## config.mk

```make
export PLATFORM = sky130hd
export DESIGN_NAME = lbist_boot_sequencer
export DESIGN_NICKNAME = d
export VERILOG_FILES = /design/src/rtl/lbist_boot_sequencer.sv
export SDC_FILE = /design/constraint.sdc
export NUM_CORES = 1
export LEC_CHECK = 0
export CORE_ASPECT_RATIO = 1.1
export CORE_MARGIN = 8
export CORE_UTILIZATION = 30
export CTS_CLUSTER_DIAMETER = 150
export CTS_CLUSTER_SIZE = 8
export DETAILED_ROUTE_END_ITERATION = 8
export PLACE_DENSITY_LB_ADDON = 0.25
export SETUP_SLACK_MARGIN = 0.4
export SYNTH_ARGS = -nofsm -noshare
export SYNTH_HDL_FRONTEND = slang
export SYNTH_SLANG_ARGS = --single-unit
```

## constraint.sdc

```tcl
create_clock -name clk_i -period 2.4 [get_ports clk_i]
set_input_delay 0.72 -clock clk_i [delete_from_list [all_inputs] [get_ports clk_i]]
set_output_delay 0.72 -clock clk_i [all_outputs]
set_load 0.01 [all_outputs]
```

## src/rtl/lbist_boot_sequencer.sv

```systemverilog
`default_nettype none
// ---------------------------------------------------------------------------
// lbist_boot_sequencer : power-on LBIST sequencing and core boot handshake.
// Rev 1.0 -- optional LBIST_CYCLE_COUNT_EN adds run_cycles_o.
// ---------------------------------------------------------------------------
module lbist_boot_sequencer #(
  parameter int SETUP_CYCLES   = 4,
  parameter int TIMEOUT_CYCLES = 4096,
  parameter int TO_W           = 16,
  parameter int MAX_ATTEMPTS   = 2,
  parameter int RELEASE_CYCLES = 2,
  parameter int AW             = 4
) (
  input  logic          clk_i,
  input  logic          rst_ni,
  input  logic          start_i,
  input  logic          skip_i,
  input  logic          test_over_i,
  input  logic          go_nogo_i,
  output logic          test_mode_o,
  output logic          test_mode_tp_o,
  output logic          normal_test_o,
  output logic          clock_en_o,
  output logic          core_rst_no,
  output logic          fetch_enable_o,
  output logic          busy_o,
  output logic          done_o,
  output logic          pass_o,
  output logic          fail_o,
  output logic          timeout_o,
  output logic [AW-1:0] attempts_o
`ifdef LBIST_CYCLE_COUNT_EN
  ,
  output logic [TO_W-1:0] run_cycles_o
`endif
);

  typedef enum logic [2:0] {
    IDLE    = 3'd0,
    SETUP   = 3'd1,
    RUN     = 3'd2,
    EVAL    = 3'd3,
    RELEASE = 3'd4,
    ACTIVE  = 3'd5,
    FAILED  = 3'd6
  } state_t;

  localparam logic [TO_W-1:0] SETUP_LOAD = TO_W'(SETUP_CYCLES - 1);
  localparam logic [TO_W-1:0] REL_LOAD   = TO_W'(RELEASE_CYCLES - 1);
  localparam logic [TO_W-1:0] TO_LAST    = TO_W'(TIMEOUT_CYCLES - 1);
  localparam logic [AW-1:0]   ATT_MAX    = '1;

  state_t          state, state_nxt;
  logic [TO_W-1:0] cnt, cnt_nxt;
  logic [AW-1:0]   attempts, attempts_nxt, attempts_inc;
  logic            test_over_q, over_edge, more_tries;
  logic            result, result_nxt;
  logic            pass, pass_nxt, fail, fail_nxt, timeout, timeout_nxt;

  assign over_edge    = test_over_i & ~test_over_q;
  assign attempts_inc = (attempts == ATT_MAX) ? attempts : attempts + AW'(1);
  assign more_tries   = int'(attempts) < MAX_ATTEMPTS;

  always_ff @(posedge clk_i or negedge rst_ni) begin
    if (!rst_ni) begin
      state       <= IDLE;
      cnt         <= '0;
      attempts    <= '0;
      test_over_q <= 1'b0;
      result      <= 1'b0;
      pass        <= 1'b0;
      fail        <= 1'b0;
      timeout     <= 1'b0;
    end else begin
      state       <= state_nxt;
      cnt         <= cnt_nxt;
      attempts    <= attempts_nxt;
      test_over_q <= test_over_i;
      result      <= result_nxt;
      pass        <= pass_nxt;
      fail        <= fail_nxt;
      timeout     <= timeout_nxt;
    end
  end

  always_comb begin
    state_nxt      = state;
    cnt_nxt        = cnt;
    attempts_nxt   = attempts;
    result_nxt     = result;
    pass_nxt       = pass;
    fail_nxt       = fail;
    timeout_nxt    = timeout;
    test_mode_o    = 1'b0;
    test_mode_tp_o = 1'b0;
    normal_test_o  = 1'b0;
    clock_en_o     = 1'b0;
    core_rst_no    = 1'b0;
    fetch_enable_o = 1'b0;
    busy_o         = 1'b0;
    done_o         = 1'b0;
    case (state)
      IDLE: begin
        if (start_i) begin
          if (skip_i) begin
            state_nxt = RELEASE;
            cnt_nxt   = REL_LOAD;
          end else begin
            state_nxt    = SETUP;
            cnt_nxt      = SETUP_LOAD;
            attempts_nxt = attempts_inc;
          end
        end
      end
      SETUP: begin
        {test_mode_o, test_mode_tp_o, normal_test_o} = 3'b111;
        clock_en_o  = 1'b1;
        core_rst_no = 1'b1;
        busy_o      = 1'b1;
        if (cnt == '0) begin
          state_nxt = RUN;
          cnt_nxt   = '0;
        end else begin
          cnt_nxt = cnt - TO_W'(1);
        end
      end
      RUN: begin
        {test_mode_o, test_mode_tp_o, normal_test_o} = 3'b111;
        clock_en_o  = 1'b1;
        core_rst_no = 1'b1;
        busy_o      = 1'b1;
        cnt_nxt     = cnt + TO_W'(1);
        // A completion edge on the last allowed cycle beats the timeout.
        if (over_edge) begin
          state_nxt  = EVAL;
          result_nxt = go_nogo_i;
        end else if (cnt == TO_LAST) begin
          state_nxt   = EVAL;
          result_nxt  = 1'b0;
          timeout_nxt = 1'b1;
        end
      end
      EVAL: begin
        clock_en_o = 1'b1;
        busy_o     = 1'b1;
        if (result) begin
          state_nxt = RELEASE;
          pass_nxt  = 1'b1;
          cnt_nxt   = REL_LOAD;
        end else if (more_tries) begin
          state_nxt    = SETUP;
          cnt_nxt      = SETUP_LOAD;
          attempts_nxt = attempts_inc;
        end else begin
          state_nxt = FAILED;
          fail_nxt  = 1'b1;
        end
      end
      RELEASE: begin
        clock_en_o  = 1'b1;
        core_rst_no = 1'b1;
        busy_o      = 1'b1;
        if (cnt == '0) state_nxt = ACTIVE;
        else           cnt_nxt   = cnt - TO_W'(1);
      end
      ACTIVE: begin
        fetch_enable_o = 1'b1;
        clock_en_o     = 1'b1;
        core_rst_no    = 1'b1;
        done_o         = 1'b1;
      end
      FAILED: begin
        done_o = 1'b1;
      end
      default: state_nxt = IDLE;
    endcase
  end

  assign pass_o     = pass;
  assign fail_o     = fail;
  assign timeout_o  = timeout;
  assign attempts_o = attempts;

`ifdef LBIST_CYCLE_COUNT_EN
  logic [TO_W-1:0] run_cycles;

  always_ff @(posedge clk_i or negedge rst_ni) begin
    if (!rst_ni)                               run_cycles <= '0;
    else if (state == RUN && state_nxt == EVAL) run_cycles <= cnt + TO_W'(1);
  end

  assign run_cycles_o = run_cycles;
`else
  // Without the feature the RUN counter only feeds the timeout compare.
`endif

endmodule
`default_nettype wire

```

# Word-level counts from Yosys, hierarchy flattened
# Index checks and enable logic that the tools add are counted.
[op_classes] addsub=3 n_lt_le_gt_ge=1 eq_ne=17 muxes=30 n_bitwise=6 reduce_logical=17
[op_table] op="16-bit two-way mux" count=5
[op_table] op="16-bit one-hot mux with 5 select lines" count=1
[op_table] op="3-bit two-way mux" count=8
[op_table] op="4-bit two-way mux" count=5
[op_table] op="3-bit one-hot mux with 6 select lines" count=1
[op_table] op="16-bit by 1-bit adder with 16-bit output (second input constant)" count=1
[op_table] op="16-bit by 12-bit == test with 1-bit output (second input constant)" count=1
[op_table] op="16-bit logical NOT" count=1
[op_table] op="16-bit by 1-bit subtractor with 16-bit output (second input constant)" count=1
[op_table] op="2-bit != test (second input constant)" count=7
[op_table] op="5-bit AND reduction" count=2
[op_table] op="3-bit == test (second input constant)" count=3
[op_table] op="1-bit two-way mux" count=8
[op_table] op="4-bit one-hot mux with 2 select lines" count=1
[op_table] op="4-bit OR reduction" count=2
[op_table] op="3-bit by 2-bit == test with 1-bit output (second input constant)" count=2
[op_table] op="3-bit != test (second input constant)" count=2
[op_table] op="3-bit AND reduction" count=2
[op_table] op="1-bit NOT" count=5
[op_table] op="5-bit nonzero test" count=1
[op_table] op="5-bit OR reduction" count=1
[op_table] op="4-bit by 1-bit adder with 4-bit output (second input constant)" count=1
[op_table] op="4-bit == test (second input constant)" count=1
[op_table] op="4-bit by 2-bit < comparator with 1-bit output (second input constant)" count=1
[op_table] op="other kinds (8)" count=11
[word_totals] reg_bits=28 inputBits=6 output_inout_bits=15 word_cells=82

# Logic depth before layout (Yosys ltp)
# Gate-level depths: netlist of the first run.
[logic_depth] word_depth=5 depth_mapped=9 mapped_depth_nobuf=7

# Least setup slack after synthesis of the first run
# Ideal clock, no wire load.
[synth_timing] path_kind="reg2out" start="register state[0]" end="output test_mode_o" arrival_time_ns=1.480 path_slack_ns=0.200 stages_incl_launch_ff=6 path_cell_list="dfrtp_1 > buf_2 > buf_1 > nand2_1 > a21oi_1 > buf_4"
[synth_between] elab_chain_len=3
[synth_lines] element="start: declaration" line_no="53" text="state_t state, state_nxt;"
[synth_lines] element="start signal: assignment" line_no="75" text="state <= state_nxt;"
[synth_lines] element="3-bit by 2-bit == test with 1-bit output / 3-bit by 1-bit == test with 1-bit output (equally long branches)"
[synth_lines] element="2-bit OR reduction (no line) *"
[synth_lines] element="1-bit two-way mux *"
[synth_lines] element="end: declaration" line_no="20" text="output logic test_mode_o,"
# Every way passes the cells marked *; elsewhere a longest branch is shown, timed or not.

# Worst setup path after layout of the first run
[layout_timing] start="register cnt[1]" end="register state[0]"
[layout_between] elab_chain_len=3
[layout_lines] element="start: declaration" line_no="54" text="logic [TO_W-1:0] cnt, cnt_nxt;"
[layout_lines] element="start signal: assignment" line_no="76" text="cnt <= cnt_nxt;"
[layout_lines] element="16-bit by 12-bit == test with 1-bit output / 16-bit logical NOT (equally long branches)" line_no="137, 120, 163"
[layout_lines] element="3-bit != test (no line) / 2-bit != test (equally long branches)"
[layout_lines] element="5-bit AND reduction (no line) *"
# Marks and branches as above.
# A chain may end at the register's enable or synchronous reset.

==> load_flow_metrics.sql, run 1 <==
INSERT INTO impl_metrics (metric_group, metric, value, unit) VALUES
('outcome', 'run_status', 'finished, final reports clean', ''),
('pwr', 'leakage_dissipation', '0.00147', 'µW'),
('die', 'die_area', '11100', 'µm²'),
('yosys', 'async_reset_ff_share', '100', '%'),
('timing', 'slew_worst_pin', '0.530', 'ns'),
('die', 'floorplan.die.height', '110', 'µm'),
('yosys', 'synthDistinctLibCells', '64', ''),
('critical_path', 'endpoint_kind', 'flop', ''),
('critical_path', 'worstPathArrival', '2.29', 'ns'),
('critical_path', 'critical_path.max_fanout', '5', ''),
('finish', 'flow.area_growth_from_synthesis', '46.8', '%'),
('global_routing', 'grt_pass1_vias', '2744', ''),
('placement', 'place.detailed.hpwl', '5680', 'µm'),
('critical_path', 'critPathKind', 'reg -> reg', ''),
('timing', 'number_of_hold_violations_in_the_final_report', '0', ''),
('yosys', 'synth-edff-count', '0', ''),
('critical_path', 'start_kind', 'flop', ''),
('drt', 'route.final.wire_length', '8630', 'µm'),
('cts', 'cts-htree-levels', '1', ''),
('yosys', 'synth-seq-cells', '28', ''),
('timing', 'fmaxAchievable', '481', 'MHz'),
('die', 'std_cell_core_area', '7830', 'µm²'),
('yosys', 'netlist_instances', '289', ''),
('placement', 'routabilityCongestion', '0.925', ''),
('cts', 'clock_transition_at_the_registers_of_the_reported_paths', '0.12', 'ns'),
('hold_path', 'hold_path_class', 'reg -> reg', ''),
('timing', 'final_setup_violating_endpoints', '0', ''),
('finish', 'final_layout_size_suffix_gt1_share', '43.5', '%'),
('finish', 'nFillCells', '769', ''),
('timing', 'report.final.slew_viol_count', '0', ''),
('drt', '1st_pass_router_iterations', '5', ''),
('drt', 'routed_via_density', '5.72', ''),
('cts', 'cts_tree', 'yes', ''),
('finish', 'regArea', '719', 'µm²'),
('yosys', 'ys.warnings.count', '0', ''),
('global_routing', 'grt_first_pass_wirelength', '13700', 'µm'),
('global_routing', 'grt_usage', '15.4', '%'),
('die', 'start_util', '30.6', '%'),
('timing', 'fin_crit', '2.08', 'ns'),
('cts', 'root_buffer', 'sky130_fd_sc_hd__clkbuf_8', ''),
('finish', 'multiInputGateArea', '1750', 'µm²'),
('placement', 'port_buffers', '20', ''),
('drt', 'drt-wirelength-per-cell', '18.4', 'µm'),
('cts', 'ctsHoldBuffers', '0', ''),
('global_routing', 'grt_overflow_total', '0', ''),
('yosys', 'synthesis.area_per_instance', '8.29', 'µm²'),
('timing', 'slew-limit-headroom', '64.3', '%'),
('pwr', 'powerDensity', '599', 'nW/µm²'),
('pwr', 'irDropWorstVdd', '0.000227', 'V'),
('job', 'max_cap_viol_count', '0', ''),
('drt', 'drt.antenna.violating_nets', '0', ''),
('timing', 'rsz0062_at_grt', 'true', ''),
('timing', 'setup_total_neg_slack', '0', 'ns'),
('timing', 'fin_crit_sh', '86.6', '%'),
('global_routing', 'number_of_antenna_violations_at_the_first_check_in_global_routing', '0', ''),
('finish', 'antenna_diode_count', '0', ''),
('yosys', 'synth-main-ff-cell', 'sky130_fd_sc_hd__dfrtp_1', ''),
('yosys', 'synth.cell_area', '2400', 'µm²'),
('finish', 'final_nets', '372', ''),
('yosys', 'synth_nets', '299', ''),
('cts', 'tritoncts_buffers', '3', ''),
('cts', 'clock_sinks', '28', ''),
('die', 'fp.dieW', '101', 'µm'),
('drt', 'detail_route.drc_violations', '0', ''),
('die', 'std_cell_rows', '34', ''),
('die', 'boundaryPins', '21', ''),
('drt', 'drt-initial-drc-count', '159', ''),
('critical_path', 'crit_required', '2.61', 'ns'),
('timing', 'clock-skew-final', '0.00780', 'ns'),
('cts', 'clk_path_buf_depth', '2', ''),
('cts', 'insertion_delay', '0.29', 'ns'),
('global_routing', 'grt_max_degree', '29', ''),
('drt', 'routed-via-count', '2681', ''),
('yosys', 'synth-seq-area-share', '29.2', '%'),
('finish', 'final_core_utilization', '44.9', '%');
## worst max-delay path, stage by stage (launching register included)
cell and delay (ns):
sky130_fd_sc_hd__dfrtp_2 0.47, sky130_fd_sc_hd__inv_2 0.09, sky130_fd_sc_hd__ha_4 0.13, sky130_fd_sc_hd__nor4b_4 0.26
sky130_fd_sc_hd__and4_4 0.32, sky130_fd_sc_hd__a21oi_1 0.08, sky130_fd_sc_hd__or4b_1 0.49, sky130_fd_sc_hd__a22oi_1 0.16
## final cells by class
cell class,instances,share of cell area (%)
Tap cell,108,3.84
Timing Repair Buffer,96,23.0
Inverter,13,1.46
Multi-Input combinational cell,220,49.7
Clock buffer,4,1.57
Sequential cell,28,20.5
## kinds of logic (layout without fill, tap and decap cells)
group / Yosys count / count (layout) / synth area share [%]
multiplexers: 3 / 3 / 1.31
adder cells (fa/ha/maj): 4 / 4 / 2.09
XOR/XNOR: 10 / 10 / 3.66
AND/OR/NAND/NOR: 110 / 110 / 28.2
flip-flops: 28 / 28 / 29.2
AO/OA/AOI/OAI: 93 / 93 / 27.2
buffers and inverters: 41 / 113 / 8.30
## stage by stage
stage | hold WS, ns | setup slack [ns] | cell area (µm²) | cells | total power (µW)
after floorplan | 0.424 | 0.375 | 2430 | 289 | 1310
after global placement | 0.450 | 0.0702 | 2880 | 425 | 1490
after detailed placement | 0.445 | 0.0479 | 2880 | 425 | 1510
after CTS | 0.476 | 0.354 | 3280 | 459 | 1950
after global routing | 0.496 | 0.239 | 3520 | 469 | 2210
final | 0.474 | 0.321 | 3520 | 469 | 2110
## layout by cell type (no fill, tap or decap), types with 3 or more instances in the layout
cell,Yosys,routed
sky130_fd_sc_hd__inv_2,0,4
sky130_fd_sc_hd__o31ai_1,7,7
sky130_fd_sc_hd__and4_1,6,5
sky130_fd_sc_hd__nor4_4,2,4
sky130_fd_sc_hd__and3_1,4,4
sky130_fd_sc_hd__xnor2_1,9,8
sky130_fd_sc_hd__o211ai_1,3,3
sky130_fd_sc_hd__clkdlybuf4s50_1,0,8
sky130_fd_sc_hd__nor2_1,14,12
sky130_fd_sc_hd__buf_4,5,63
sky130_fd_sc_hd__o21ai_1,1,5
sky130_fd_sc_hd__dlymetal6s2s_1,0,3
sky130_fd_sc_hd__nor4_2,3,3
sky130_fd_sc_hd__nor3b_1,3,3
sky130_fd_sc_hd__o21ai_0,13,8
sky130_fd_sc_hd__nor3_4,0,3
sky130_fd_sc_hd__clkbuf_8,0,4
sky130_fd_sc_hd__nor3_1,11,7
sky130_fd_sc_hd__nand2b_1,6,6
sky130_fd_sc_hd__a22oi_1,4,4
sky130_fd_sc_hd__inv_1,13,8
sky130_fd_sc_hd__a31oi_1,4,4
sky130_fd_sc_hd__or3_1,3,3
sky130_fd_sc_hd__buf_2,8,4
sky130_fd_sc_hd__nor2b_1,4,4
sky130_fd_sc_hd__a21oi_1,21,16
sky130_fd_sc_hd__a32oi_1,3,3
sky130_fd_sc_hd__o32ai_1,4,4
sky130_fd_sc_hd__dfrtp_2,0,15
sky130_fd_sc_hd__nand4_1,9,9
sky130_fd_sc_hd__buf_6,2,15
sky130_fd_sc_hd__a21oi_2,1,4
sky130_fd_sc_hd__nand3_1,5,4
sky130_fd_sc_hd__o22ai_1,6,5
sky130_fd_sc_hd__dfrtp_1,28,13
sky130_fd_sc_hd__nand2_1,24,21
sky130_fd_sc_hd__nor4_1,6,4
sky130_fd_sc_hd__a31o_2,4,4
## where the power goes
| group | switching, µW | total [µW] | internal [µW] |
|---|---|---|---|
| clock network | 181 | 329 | 148 |
| logic | 487 | 944 | 457 |
| registers | 243 | 833 | 589 |
## registers in the layout, indices dropped and copies added (netlist names)
name and cells:
cnt 16, state 3, timeout_o 1, pass_o 1, test_over_q 1, result 1, fail_o 1, attempts_o 4
## cell usage after synthesis (3+ instances only)
master,instances,area [µm²]
sky130_fd_sc_hd__dfrtp_1,28,701
sky130_fd_sc_hd__nor4_1,6,37.5
sky130_fd_sc_hd__a211oi_1,3,22.5
sky130_fd_sc_hd__nor3b_1,3,22.5
sky130_fd_sc_hd__inv_1,13,48.8
sky130_fd_sc_hd__a31o_2,4,35.0
sky130_fd_sc_hd__xnor2_1,9,78.8
sky130_fd_sc_hd__a31oi_1,4,25.0
sky130_fd_sc_hd__and3_1,4,25.0
sky130_fd_sc_hd__nor3_1,11,55.1
sky130_fd_sc_hd__o21ai_0,13,65.1
sky130_fd_sc_hd__nor2_1,14,52.6
sky130_fd_sc_hd__o32ai_1,4,35.0
sky130_fd_sc_hd__nand4_1,9,56.3
sky130_fd_sc_hd__nor2b_1,4,25.0
sky130_fd_sc_hd__o22ai_1,6,37.5
sky130_fd_sc_hd__and4_1,6,52.6
sky130_fd_sc_hd__or3_1,3,18.8
sky130_fd_sc_hd__nand2_1,24,90.1
sky130_fd_sc_hd__buf_2,8,40.0
sky130_fd_sc_hd__a32oi_1,3,26.3
sky130_fd_sc_hd__nand2b_1,6,37.5
sky130_fd_sc_hd__buf_4,5,37.5
sky130_fd_sc_hd__nor4_2,3,37.5
sky130_fd_sc_hd__clkbuf_1,9,33.8
sky130_fd_sc_hd__buf_1,3,11.3
sky130_fd_sc_hd__a21oi_1,21,105
sky130_fd_sc_hd__o211ai_1,3,22.5
sky130_fd_sc_hd__ha_1,4,50.1
sky130_fd_sc_hd__o31ai_1,7,52.6
sky130_fd_sc_hd__a22oi_1,4,30.0
sky130_fd_sc_hd__nand3_1,5,25.0
## path summary, 6_finish.rpt
path	start	to	slack (ns)	cells after the start
worst max-delay path	cnt[1]	state[0]	0.32	7
worst min-delay path	fail_o	fail_o	0.47	1
worst max register to register	cnt[1]	state[0]	0.32	7
worst min register to register	fail_o	fail_o	0.47	1
max in group asynchronous	rst_ni	state[0]	1.28	2
min in group asynchronous	rst_ni	cnt[3]	0.81	2
## metal layers
layer | wire, µm | GRT usage (%)
met5 | 0 | 0
met4 | 161 | 5.96
met3 | 443 | 1.96
met2 | 4340 | 27.1
met1 | 3680 | 18.6
## repair_timing
item / 4_1_cts / 5_1_grt
setup buffers: 30 / 10
resized for setup: 81 / 43
endpoints found under the setup margin: 26 / 28
pin swaps: 18 / 19
No activity file was read; power rests on OpenSTA's default activity.
==> inputs of run 2 (changes only) <==
--- a/config.mk
+++ b/config.mk
@@ -9,8 +9,8 @@
 export CORE_MARGIN = 8
 export CORE_UTILIZATION = 30
 export CTS_CLUSTER_DIAMETER = 150
-export CTS_CLUSTER_SIZE = 8
 export DETAILED_ROUTE_END_ITERATION = 8
+export GPL_ROUTABILITY_DRIVEN = 0
 export PLACE_DENSITY_LB_ADDON = 0.25
 export SETUP_SLACK_MARGIN = 0.4
 export SYNTH_ARGS = -nofsm -noshare
==> results of run 2 <==
The final DEF is identical to that of run 1; final timing and power are the same.
